`src/rtl/pa_lsu_sram_arb_pkg.sv`:
```
// Shared widths, FSM encoding and SRAM idle strobe levels for the LSU SRAM controller.
package pa_lsu_sram_arb_pkg;

    localparam int unsigned ADDR_WIDTH_DEF = 10;
    localparam int unsigned DATA_WIDTH_DEF = 4;

    typedef enum logic {
        ST_INIT = 1'b0,
        ST_RUN  = 1'b1
    } state_e;

    // Strobes are active-low; idle means deselected, no write.
    localparam logic SRAM_CEN_IDLE  = 1'b1;
    localparam logic SRAM_GWEN_IDLE = 1'b1;

endpackage

```
`src/rtl/pa_lsu_sram_rr_arb.sv`:
```
// Two-input round-robin arbiter; the pointer always favours the last loser.
module pa_lsu_sram_rr_arb (
    input  logic       clk,
    input  logic       rst_b,
    input  logic       en,
    input  logic [1:0] req_vld,
    output logic [1:0] gnt_c
);

    logic rr_ptr_q;
    logic rr_ptr_d;

    // Grant selection and pointer update.
    always_comb begin
        gnt_c    = 2'b00;
        rr_ptr_d = rr_ptr_q;
        if (en) begin
            case (req_vld)
                2'b01:   gnt_c = 2'b01;
                2'b10:   gnt_c = 2'b10;
                2'b11:   gnt_c = rr_ptr_q ? 2'b10 : 2'b01;
                default: gnt_c = 2'b00;
            endcase
        end
        if (gnt_c != 2'b00) begin
            rr_ptr_d = gnt_c[0];
        end
    end

    // Pointer register.
    always_ff @(posedge clk) begin
        if (!rst_b) begin
            rr_ptr_q <= 1'b0;
        end else begin
            rr_ptr_q <= rr_ptr_d;
        end
    end

endmodule

```
`src/rtl/pa_lsu_sram_arb.sv`:
```
// LSU SRAM port controller: zero-fill sweep after reset, then round-robin sharing
// of the single port between two requesters with one-cycle read return.
module pa_lsu_sram_arb
    import pa_lsu_sram_arb_pkg::*;
#(
    parameter int unsigned ADDR_WIDTH = ADDR_WIDTH_DEF,
    parameter int unsigned DATA_WIDTH = DATA_WIDTH_DEF,
    parameter logic [DATA_WIDTH-1:0] INIT_DATA = '0
) (
    input  logic                  forever_cpuclk,
    input  logic                  cpurst_b,
    input  logic                  req0_vld,
    input  logic                  req0_wr,
    input  logic [ADDR_WIDTH-1:0] req0_addr,
    input  logic [DATA_WIDTH-1:0] req0_wdata,
    input  logic [DATA_WIDTH-1:0] req0_wmask,
    output logic                  req0_gnt,
    output logic                  req0_rvld,
    output logic [DATA_WIDTH-1:0] req0_rdata,
    input  logic                  req1_vld,
    input  logic                  req1_wr,
    input  logic [ADDR_WIDTH-1:0] req1_addr,
    input  logic [DATA_WIDTH-1:0] req1_wdata,
    input  logic [DATA_WIDTH-1:0] req1_wmask,
    output logic                  req1_gnt,
    output logic                  req1_rvld,
    output logic [DATA_WIDTH-1:0] req1_rdata,
    output logic                  init_done,
    output logic                  sram_cen,
    output logic                  sram_gwen,
    output logic [DATA_WIDTH-1:0] sram_wen,
    output logic [ADDR_WIDTH-1:0] sram_a,
    output logic [DATA_WIDTH-1:0] sram_d,
    input  logic [DATA_WIDTH-1:0] sram_q
);

    localparam logic [ADDR_WIDTH-1:0] INIT_LAST = {ADDR_WIDTH{1'b1}};

    state_e                state_q, state_d;
    logic [ADDR_WIDTH-1:0] init_cnt_q, init_cnt_d;
    logic                  init_done_q, init_done_d;
    logic                  rvld0_q, rvld0_d;
    logic                  rvld1_q, rvld1_d;
    logic [1:0]            gnt_c;

    pa_lsu_sram_rr_arb u_rr_arb (
        .clk     (forever_cpuclk),
        .rst_b   (cpurst_b),
        .en      (init_done_q),
        .req_vld ({req1_vld, req0_vld}),
        .gnt_c   (gnt_c)
    );

    // Grants are forced off while reset is held, even if init_done is still set.
    assign req0_gnt   = gnt_c[0] & cpurst_b;
    assign req1_gnt   = gnt_c[1] & cpurst_b;
    assign init_done  = init_done_q;
    assign req0_rvld  = rvld0_q;
    assign req1_rvld  = rvld1_q;
    assign req0_rdata = rvld0_q ? sram_q : '0;
    assign req1_rdata = rvld1_q ? sram_q : '0;

    // Next-state, init sweep and SRAM strobe generation.
    always_comb begin
        state_d     = state_q;
        init_cnt_d  = init_cnt_q;
        init_done_d = init_done_q;
        rvld0_d     = 1'b0;
        rvld1_d     = 1'b0;
        sram_cen    = SRAM_CEN_IDLE;
        sram_gwen   = SRAM_GWEN_IDLE;
        sram_wen    = '1;
        sram_a      = '0;
        sram_d      = '0;
        if (cpurst_b) begin
            case (state_q)
                ST_INIT: begin
                    sram_cen  = 1'b0;
                    sram_gwen = 1'b0;
                    sram_wen  = '0;
                    sram_a    = init_cnt_q;
                    sram_d    = INIT_DATA;
                    if (init_cnt_q == INIT_LAST) begin
                        state_d     = ST_RUN;
                        init_done_d = 1'b1;
                    end else begin
                        init_cnt_d = init_cnt_q + ADDR_WIDTH'(1);
                    end
                end
                ST_RUN: begin
                    if (req0_gnt) begin
                        sram_cen  = 1'b0;
                        sram_a    = req0_addr;
                        if (req0_wr) begin
                            sram_gwen = 1'b0;
                            sram_wen  = ~req0_wmask;
                            sram_d    = req0_wdata;
                        end else begin
                            rvld0_d = 1'b1;
                        end
                    end else if (req1_gnt) begin
                        sram_cen  = 1'b0;
                        sram_a    = req1_addr;
                        if (req1_wr) begin
                            sram_gwen = 1'b0;
                            sram_wen  = ~req1_wmask;
                            sram_d    = req1_wdata;
                        end else begin
                            rvld1_d = 1'b1;
                        end
                    end
                end
                default: state_d = ST_INIT;
            endcase
        end
    end

    // State, sweep counter and read-valid registers.
    always_ff @(posedge forever_cpuclk) begin
        if (!cpurst_b) begin
            state_q     <= ST_INIT;
            init_cnt_q  <= '0;
            init_done_q <= 1'b0;
            rvld0_q     <= 1'b0;
            rvld1_q     <= 1'b0;
        end else begin
            state_q     <= state_d;
            init_cnt_q  <= init_cnt_d;
            init_done_q <= init_done_d;
            rvld0_q     <= rvld0_d;
            rvld1_q     <= rvld1_d;
        end
    end

endmodule

```
`config.mk`:
```
export PLATFORM = sky130hd
export DESIGN_NAME = pa_lsu_sram_arb
export DESIGN_NICKNAME = d
export VERILOG_FILES = /design/src/rtl/pa_lsu_sram_arb_pkg.sv /design/src/rtl/pa_lsu_sram_rr_arb.sv /design/src/rtl/pa_lsu_sram_arb.sv
export SDC_FILE = /design/constraint.sdc
export NUM_CORES = 1
export LEC_CHECK = 0
export CAP_MARGIN = 20
export CORE_AREA = 2 2 60 62
export CTS_BUF_LIST = sky130_fd_sc_hd__clkbuf_2 sky130_fd_sc_hd__clkbuf_4 sky130_fd_sc_hd__clkbuf_8
export DETAILED_ROUTE_END_ITERATION = 12
export DIE_AREA = 0 0 62 64
export GPL_TIMING_DRIVEN = 0
export PLACE_DENSITY_LB_ADDON = 0.15
export SYNTH_ARGS = -nofsm -noshare
export SYNTH_HDL_FRONTEND = slang
export SYNTH_HIERARCHICAL = 1
export SYNTH_SLANG_ARGS = --single-unit
```
`constraint.sdc`:
```
create_clock -name forever_cpuclk -period 2.12 [get_ports forever_cpuclk]
set_clock_uncertainty 0.1 [all_clocks]
set_input_delay 0.424 -clock forever_cpuclk [delete_from_list [all_inputs] [get_ports forever_cpuclk]]
set_output_delay 0.424 -clock forever_cpuclk [all_outputs]
set_load 0.005 [all_outputs]
```
# Word level (Yosys, flattened, before mapping)
# Cells that the tools add are included.
# totals
ramBits	0
ff_bits	15
output_inout_bits	33
latch_bits	0
n_memories	0
rom_bits	0
wordCells	57
# op_classes
order_cmp	0
multipliers	0
reduce_logical	5
eq_ne	4
n_mux	33
bitwise	8
addsub	1
div	0
n_shift	0
# ops
cell	n
$mux 4	12
$mux 10	3
$pmux 10 s2	1
$pmux 4 s2	2
$add 10x1->10 const B	1
$eq 10x10->1 const B	1
$mux 1	10
$not 4->4	2
$pmux 2 s3	1
$eq 2x2->1 const B	2
$mux 2	2
$not 1->1	4
$pmux 1 s2	2
$reduce_and 2->1	2
$reduce_or 4->1	1
$reduce_and 3->1	1
$and 1x1->1	2
$eq 2x1->1 const B	1
$reduce_bool 2->1	1

# Longest topological paths before layout
# Gate-level depths: netlist (run 1).
# logic_depth
depth_word	8
depth_mapped	7
depth_no_buf	5

# Modules after synthesis
# Netlist (run 1), hierarchy kept.
# by_module_without_submodules
mod	instances	area_each_um2	cells_each
pa_lsu_sram_arb	1	1117.3	141
pa_lsu_sram_rr_arb	1	58.8	9

# Worst setup path before layout (run 1)
# OpenSTA, ideal clock, no wires.
# synth_timing
kind	input-to-output
startpoint	input req0_vld
endpoint	output sram_a[0]
setup_slack_ps	157
cell_stages	7
path_buffers	2
t_arrival_ps	1439
cell_sequence	nand2_1 a21oi_1 clkbuf_2 and4b_1 buf_2 a222oi_1 nor2_1
# synth_between
elab_cells_between_ends	11
cone_classes	eq/ne (3); mux (6); bitwise (2)
# synth_rtl
element	line_no	text
start, declared	pa_lsu_sram_arb.sv:12	input logic req0_vld,
$eq 2x2->1 / $eq 2x1->1 (equally long branches)	pa_lsu_sram_rr_arb.sv:18	case (req_vld)
$pmux 2 s3 (*)	pa_lsu_sram_rr_arb.sv:18	
$mux 2 (*)	pa_lsu_sram_rr_arb.sv:17	if (en) begin
via gnt_c[0]	pa_lsu_sram_arb.sv:44	logic [1:0] gnt_c;
$and 1x1->1 (*)	pa_lsu_sram_arb.sv:55	assign req0_gnt = gnt_c[0] & cpurst_b;
$mux 10 (*)	pa_lsu_sram_arb.sv:91	if (req0_gnt) begin
$pmux 10 s2 (*)	pa_lsu_sram_arb.sv:76	case (state_q)
$mux 10 (*)	pa_lsu_sram_arb.sv:75	if (cpurst_b) begin
end, declared	pa_lsu_sram_arb.sv:32	output logic [ADDR_WIDTH-1:0] sram_a,
# Mark *: on every way through the listed nets, which the timed path passes. The rest lies on a longest branch.

# Worst setup path after layout (run 1)
# layout_timing
startpoint	register init_done_q, in the netlist init_done
endpoint	output sram_a[0]
# layout_between
elab_cells_between_ends	7
cone_classes	mux (5); bitwise (2)
# layout_rtl
element	line_no	text
start, declared	pa_lsu_sram_arb.sv:41	logic init_done_q, init_done_d;
start signal, assigned	pa_lsu_sram_arb.sv:129	init_done_q <= init_done_d;
$mux 2	pa_lsu_sram_rr_arb.sv:17	
via gnt_c[0]	pa_lsu_sram_arb.sv:44	
$and 1x1->1	pa_lsu_sram_arb.sv:55	
$mux 10	pa_lsu_sram_arb.sv:91	
$pmux 10 s2	pa_lsu_sram_arb.sv:76	
$mux 10	pa_lsu_sram_arb.sv:75	
# The timed path passes the listed nets, and every way through them passes these cells.

==> impl_metrics.yaml, run 1 <==
setup_path:
  r2r-end: "init_cnt_q[5]"
  cp_max_fo: 7
  critPathLaunchType: "flip-flop"
  rr_worst_depth: 4
  worstPathArrival_ps: 1820
  critical_path_class: "reg2out"
  required_ps: 1600
  r2r_slack_ps: 420
  r2r_start: "init_cnt_q[0]"
  worst_setup_path_end_kind: "primary output"
logic_synthesis:
  synth_nets: 197
  synth_top_area_share_pct: 25.53
  synthTopCellsByArea: "dfxtp_1 (26%), a222oi_1 (7.7%), and2_1 (5.9%), nor2_1 (5.4%), a21oi_1 (3.4%)"
  synth_edf_count: 0
  synth_warnings: 6
  synth_cells: 150
  syn_area_sq_um: 1176
  synth_seq_area_share_pct: 25.53
  ys_types: 47
  avgSynthCellArea_sq_um: 7.841
  async_flop_share_pct: 0
  yosysTopAreaCell: "dfxtp_1"
  synthFlopType: "dfxtp_1"
  ys_ff_latch: 15
die:
  die_w_um: 62
  coreArea_sq_um: 3284
  dieHeight_um: 64
  io_pins: 79
  dieArea_sq_um: 3968
  start_util_pct: 35.81
  rows: 21
placed_design:
  placed_cells_incl_taps: 274
  port_buffers: 78
  dp_slack_ps: -1030
  place_congestion: 0.8540
  hpwl_um: 3553
  place_area_sq_um: 2014
timing:
  setup_tns_ps: -2802
  slew_violations: 0
  maxSlewHeadroom_pct: 74.15
  worst_pin_slew_ps: 387.0
  setup_ws_ps: -228.4
  period_needed_ps: 2348
  timing.fmax_mhz: 425.8
  holdWs_ps: 304.6
  post-route-period-util_pct: 110.8
  setup_viol: 18
  hold_violations: 0
  grt_setup_unrepaired: "yes"
power:
  total_leakage_power_nw: 0.8524
  cellPowerDensity_nw_per_um2: 324.9
  ir_drop_mv: 0.2143
  power_mw: 0.6975
worst_hold_path:
  hp-start: "req1_vld"
  hold_depth: 2
  min_path_type: "in2reg"
  worstHoldEndpoint: "u_rr_arb/rr_ptr_q"
cts:
  clockBufferDepth: 2
  clock_sinks: 15
  cts_root_buf: "clkbuf_4"
  cts_tree: "built"
  cts.clk_slew.worst_paths_ps: 90
  clk_latency_ps: 290
  holdBufCountCts: 0
  cts_made_buffers: 3
  h-tree-depth: 1
detailed_routing:
  drc: 0
  vias: 1629
  wl_per_cell_um: 16.79
  drt-total-wl_um: 4869
  antenna_left: 0
  via_per_inst: 5.617
  firstDrtPassIters: 4
  drt_iter0_drc: 97
global_route:
  grt_pass1_wl_um: 7817
  grt-ovfl-total: 0
  grt_pass1_vias: 1652
  track_usage_pct: 26.03
  grt_max_degree: 11
  antenna_found_initial: 0
final_layout:
  multi_input_area_sq_um: 829.5
  final_area_sq_um: 2147
  layout-drive-gt1-share_pct: 28.28
  area_growth_pct: 82.55
  finish.utilization_pct: 65.37
  final-seq-area_sq_um: 309.0
  final_cells: 290
  nNetsFinal: 292
  insertedDiodeCount: 0
  fill_cells: 293
status:
  violations: "setup timing"
  status: "finished, violations left"
job:
  drv_cap: 0
-- cells in the mapped netlist, types with 3 or more instances --
cell type  count
nand3_1        3
a22oi_1        4
clkbuf_1       5
nand4_1        3
a22o_1         4
inv_1          7
dfxtp_1       15
a222oi_1       9
a21oi_1        8
o31ai_1        3
and2_1        11
a31oi_1        3
nand2_1        8
nor2b_1        3
nor2_1        17
o21ai_0        8
-- critical path, cell delays in order, from the launching register on --
cell and delay, ps:
dfxtp_4 370, nand2_2 50, a21oi_2 130, buf_6 140
and4b_4 230, buf_6 120, a222oi_1 310, nor2_1 60
buf_2 130
-- power breakdown --
| part | total, mW | internal, mW | switching (mW) |
|---|---|---|---|
| Sequential | 0.315 | 0.291 | 0.0236 |
| Clock | 0.183 | 0.0861 | 0.0965 |
| Combinational | 0.200 | 0.124 | 0.0762 |
| Total | 0.698 | 0.501 | 0.196 |
-- layer usage --
layer / global-route usage (%) / vias to the layer above / wire, um
met5: 0 / - / 0
met4: 7.181 / 0 / 97
met3: 5.668 / 13 / 276
met2: 46.09 / 62 / 2570
met1: 30.20 / 783 / 1925
li1: - / 771 / -
-- registers in the layout, indices dropped and copies added, names as in the netlist --
signal / cells
init_done: 1
state_q: 1
init_cnt_q: 10
u_rr_arb/rr_ptr_q: 1
req0_rvld: 1
req1_rvld: 1
-- final cells by class --
cell class / count / area share (%)
sequential: 15 / 14.39
timing repair buffer: 92 / 37.47
multi-input combinational: 117 / 38.64
inverter: 8 / 1.457
clock buffer: 4 / 1.399
buffer: 8 / 3.963
tap: 46 / 2.681
-- layout by cell type (no fill, tap or decap), types with 6 or more instances in the layout --
cell type	instances
buf_2	20
a21oi_1	6
nand2_1	7
inv_1	7
buf_4	8
buf_6	10
a222oi_1	9
nor2_1	17
dfxtp_1	12
clkdlybuf4s50_1	53
and2_1	10
-- how the worst max path moves through the flow --
stage	start	to	slack, ps	depth (start not counted)
finish	init_done	sram_a[0]	-230	8
floorplan	req0_vld	sram_a[0]	160	7
CTS	init_done	sram_a[6]	-250	8
global route	init_done	sram_a[0]	-320	8
global placement	req0_vld	sram_wen[0]	-920	9
detailed placement	req0_vld	sram_a[1]	-1030	9
-- cell families after synthesis --
family / Yosys count / share of synthesized area, %
and+or+nand+nor: 63 / 31.38
buffers and inverters: 19 / 8.510
adders and majority gates: 1 / 1.064
muxes: 2 / 1.808
AOI/OAI and AO/OA: 50 / 31.70
DFF: 15 / 25.53
-- what timing repair did --
action                     4_1_cts  5_1_grt
gates resized for setup        118       10
setup endpoints to repair       22       22
gates cloned                     1        1
setup buffers                   13        0
pin swaps                       22        7
(Power assumes the default switching activity.)
==> run 2, diff against run 1 <==
CORE_AREA = 5 5 63 65   (was 2 2 60 62)
DIE_AREA = 0 0 68 70   (was 0 0 62 64)
PLACE_DENSITY = 0.8   (was unset)
PLACE_DENSITY_LB_ADDON = unset   (was 0.15)
==> impl_metrics.yaml, run 2 (synthesized netlist as in run 1, its figures left out) <==
global_route:
  grt_pass1_wl_um: 7300
  grt_pass1_vias: 1518
  antenna_found_initial: 0
  track_usage_pct: 19.42
  grt_max_degree: 11
  grt-ovfl-total: 0
detailed_routing:
  via_per_inst: 5.490
  routed-wl-met3_um: 312
  drt-total-wl_um: 4569
  drt_iter0_drc: 80
  top_layer: "met4"
  drc: 0
  antenna_left: 0
  wl_met2_um: 2331
  wl_per_cell_um: 15.76
  drt-met1-wl_um: 1876
  firstDrtPassIters: 5
  vias: 1592
power:
  total_leakage_power_nw: 0.8522
  cellPowerDensity_nw_per_um2: 320.1
  ir_drop_mv: 0.2552
setup_path:
  r2r_start: "init_cnt_q[0]"
  critical_path_class: "in2out"
  startpoint: "req1_vld"
  worstPathArrival_ps: 1870
  worst_setup_path_end_kind: "primary output"
  rr_worst_depth: 4
  cp_max_fo: 8
  required_ps: 1600
  crit_end: "sram_wen[2]"
  r2r-end: "init_cnt_q[5]"
  r2r_slack_ps: 380
  critPathLaunchType: "input port"
placed_design:
  place_congestion: 0.8125
  hpwl_um: 3313
  port_buffers: 78
  placed_cells_incl_taps: 274
final_layout:
  layout_common_cells: "clkdlybuf4s50_1 (53), buf_2 (23), nor2_1 (17)"
  largest_reg_flops: 10
  layout-drive-gt1-share_pct: 29.92
  nNetsFinal: 292
  final_common_cell: "clkdlybuf4s50_1"
  insertedDiodeCount: 0
  finish.utilization_pct: 65.75
  area_growth_pct: 83.62
  top_register: "init_cnt_q"
  final_cells: 290
die:
  dieArea_sq_um: 4760
  die_w_um: 68
  rows: 21
  dieHeight_um: 70
  io_pins: 79
  coreArea_sq_um: 3284
  start_util_pct: 35.81
timing:
  setup_ws_ps: -275.2
  timing.fmax_mhz: 417.5
  worst_pin_slew_ps: 314.9
  maxSlewHeadroom_pct: 78.98
  post-route-period-util_pct: 113.0
  period_needed_ps: 2395
  slew_violations: 0
  hold_violations: 0
  setup_viol: 18
  grt_setup_unrepaired: "yes"
cts:
  cts.clk_slew.worst_paths_ps: 90
  cts_tree: "built"
  clock_sinks: 15
  clockBufferDepth: 2
  holdBufCountCts: 0
  cts_made_buffers: 3
  cts_root_buf: "clkbuf_4"
  h-tree-depth: 1
  clk_latency_ps: 290
worst_hold_path:
  min_path_type: "reg2reg"
job:
  drv_cap: 0
status:
  violations: "setup timing"
  status: "finished, violations left"
-- run 2: cell types whose count changed in the layout (fill, tap and decap cells not counted), sizes merged --
cell           change
buf                +3
clkbuf             -2
and4b              -1
clkdlybuf4s15      +1
dlymetal6s2s       -1
-- run 2: report_power, final --
part	internal, mW	switching [mW]
registers	0.292	0.0233
clock network	0.0858	0.0996
logic	0.122	0.0686
-- run 2: timing repair --
action | in CTS | in global routing
setup buffers | 11 | 3
pin swaps | 21 | 24
endpoints found under the setup margin | 22 | 21
hold endpoints to repair | 0 | 0
resized for setup | 115 | 21
gates cloned | 1 | 0
-- run 2: through the flow --
step / TNS (ps) / area, sq um / hold WS, ps / total power, mW / setup slack, ps
floorplan: 0 / 1176 / 367.9 / 0.3868 / 157.0
global placement: -18950 / 2014 / 391.5 / 0.5166 / -946.6
detailed placement: -19950 / 2014 / 407.5 / 0.5179 / -1008
CTS: -2694 / 2086 / 384.5 / 0.6840 / -218.0
global route: -4288 / 2160 / 421.9 / 0.7269 / -316.0
finish: -2772 / 2160 / 395.4 / 0.6913 / -275.2
-- run 2: final cells by class --
class	instances	area, sq um
Timing Repair Buffer	93	814.5
Buffer	8	78.83
Sequential cell	15	306.5
Inverter	8	31.28
Tap cell	46	57.56
Multi-Input combinational cell	116	840.8
Clock buffer	4	30.03
Fill cell	286	1125
-- run 2: layer usage --
metal	GRT usage, %	vias up
met5	0	-
met4	3.311	0
met3	4.647	6
met2	32.55	64
met1	25.07	751
li1	-	771
-- run 2: worst min-delay path by stage --
| stage | startpoint | end | depth (start not counted) |
|---|---|---|---|
| global route | u_rr_arb/rr_ptr_q | u_rr_arb/rr_ptr_q | 1 |
| global placement | u_rr_arb/rr_ptr_q | u_rr_arb/rr_ptr_q | 1 |
| CTS | req1_vld | u_rr_arb/rr_ptr_q | 2 |
| finish | u_rr_arb/rr_ptr_q | u_rr_arb/rr_ptr_q | 1 |
| detailed placement | u_rr_arb/rr_ptr_q | u_rr_arb/rr_ptr_q | 1 |
| floorplan | u_rr_arb/rr_ptr_q | u_rr_arb/rr_ptr_q | 1 |
-- run 2: critical path, cell delays in order --
cell	delay [ps]
clkdlybuf4s15_1	260
a21oi_2	70
buf_4	140
buf_4	140
buf_6	110
and3_4	200
a22o_1	220
o21ai_1	160
buf_2	140
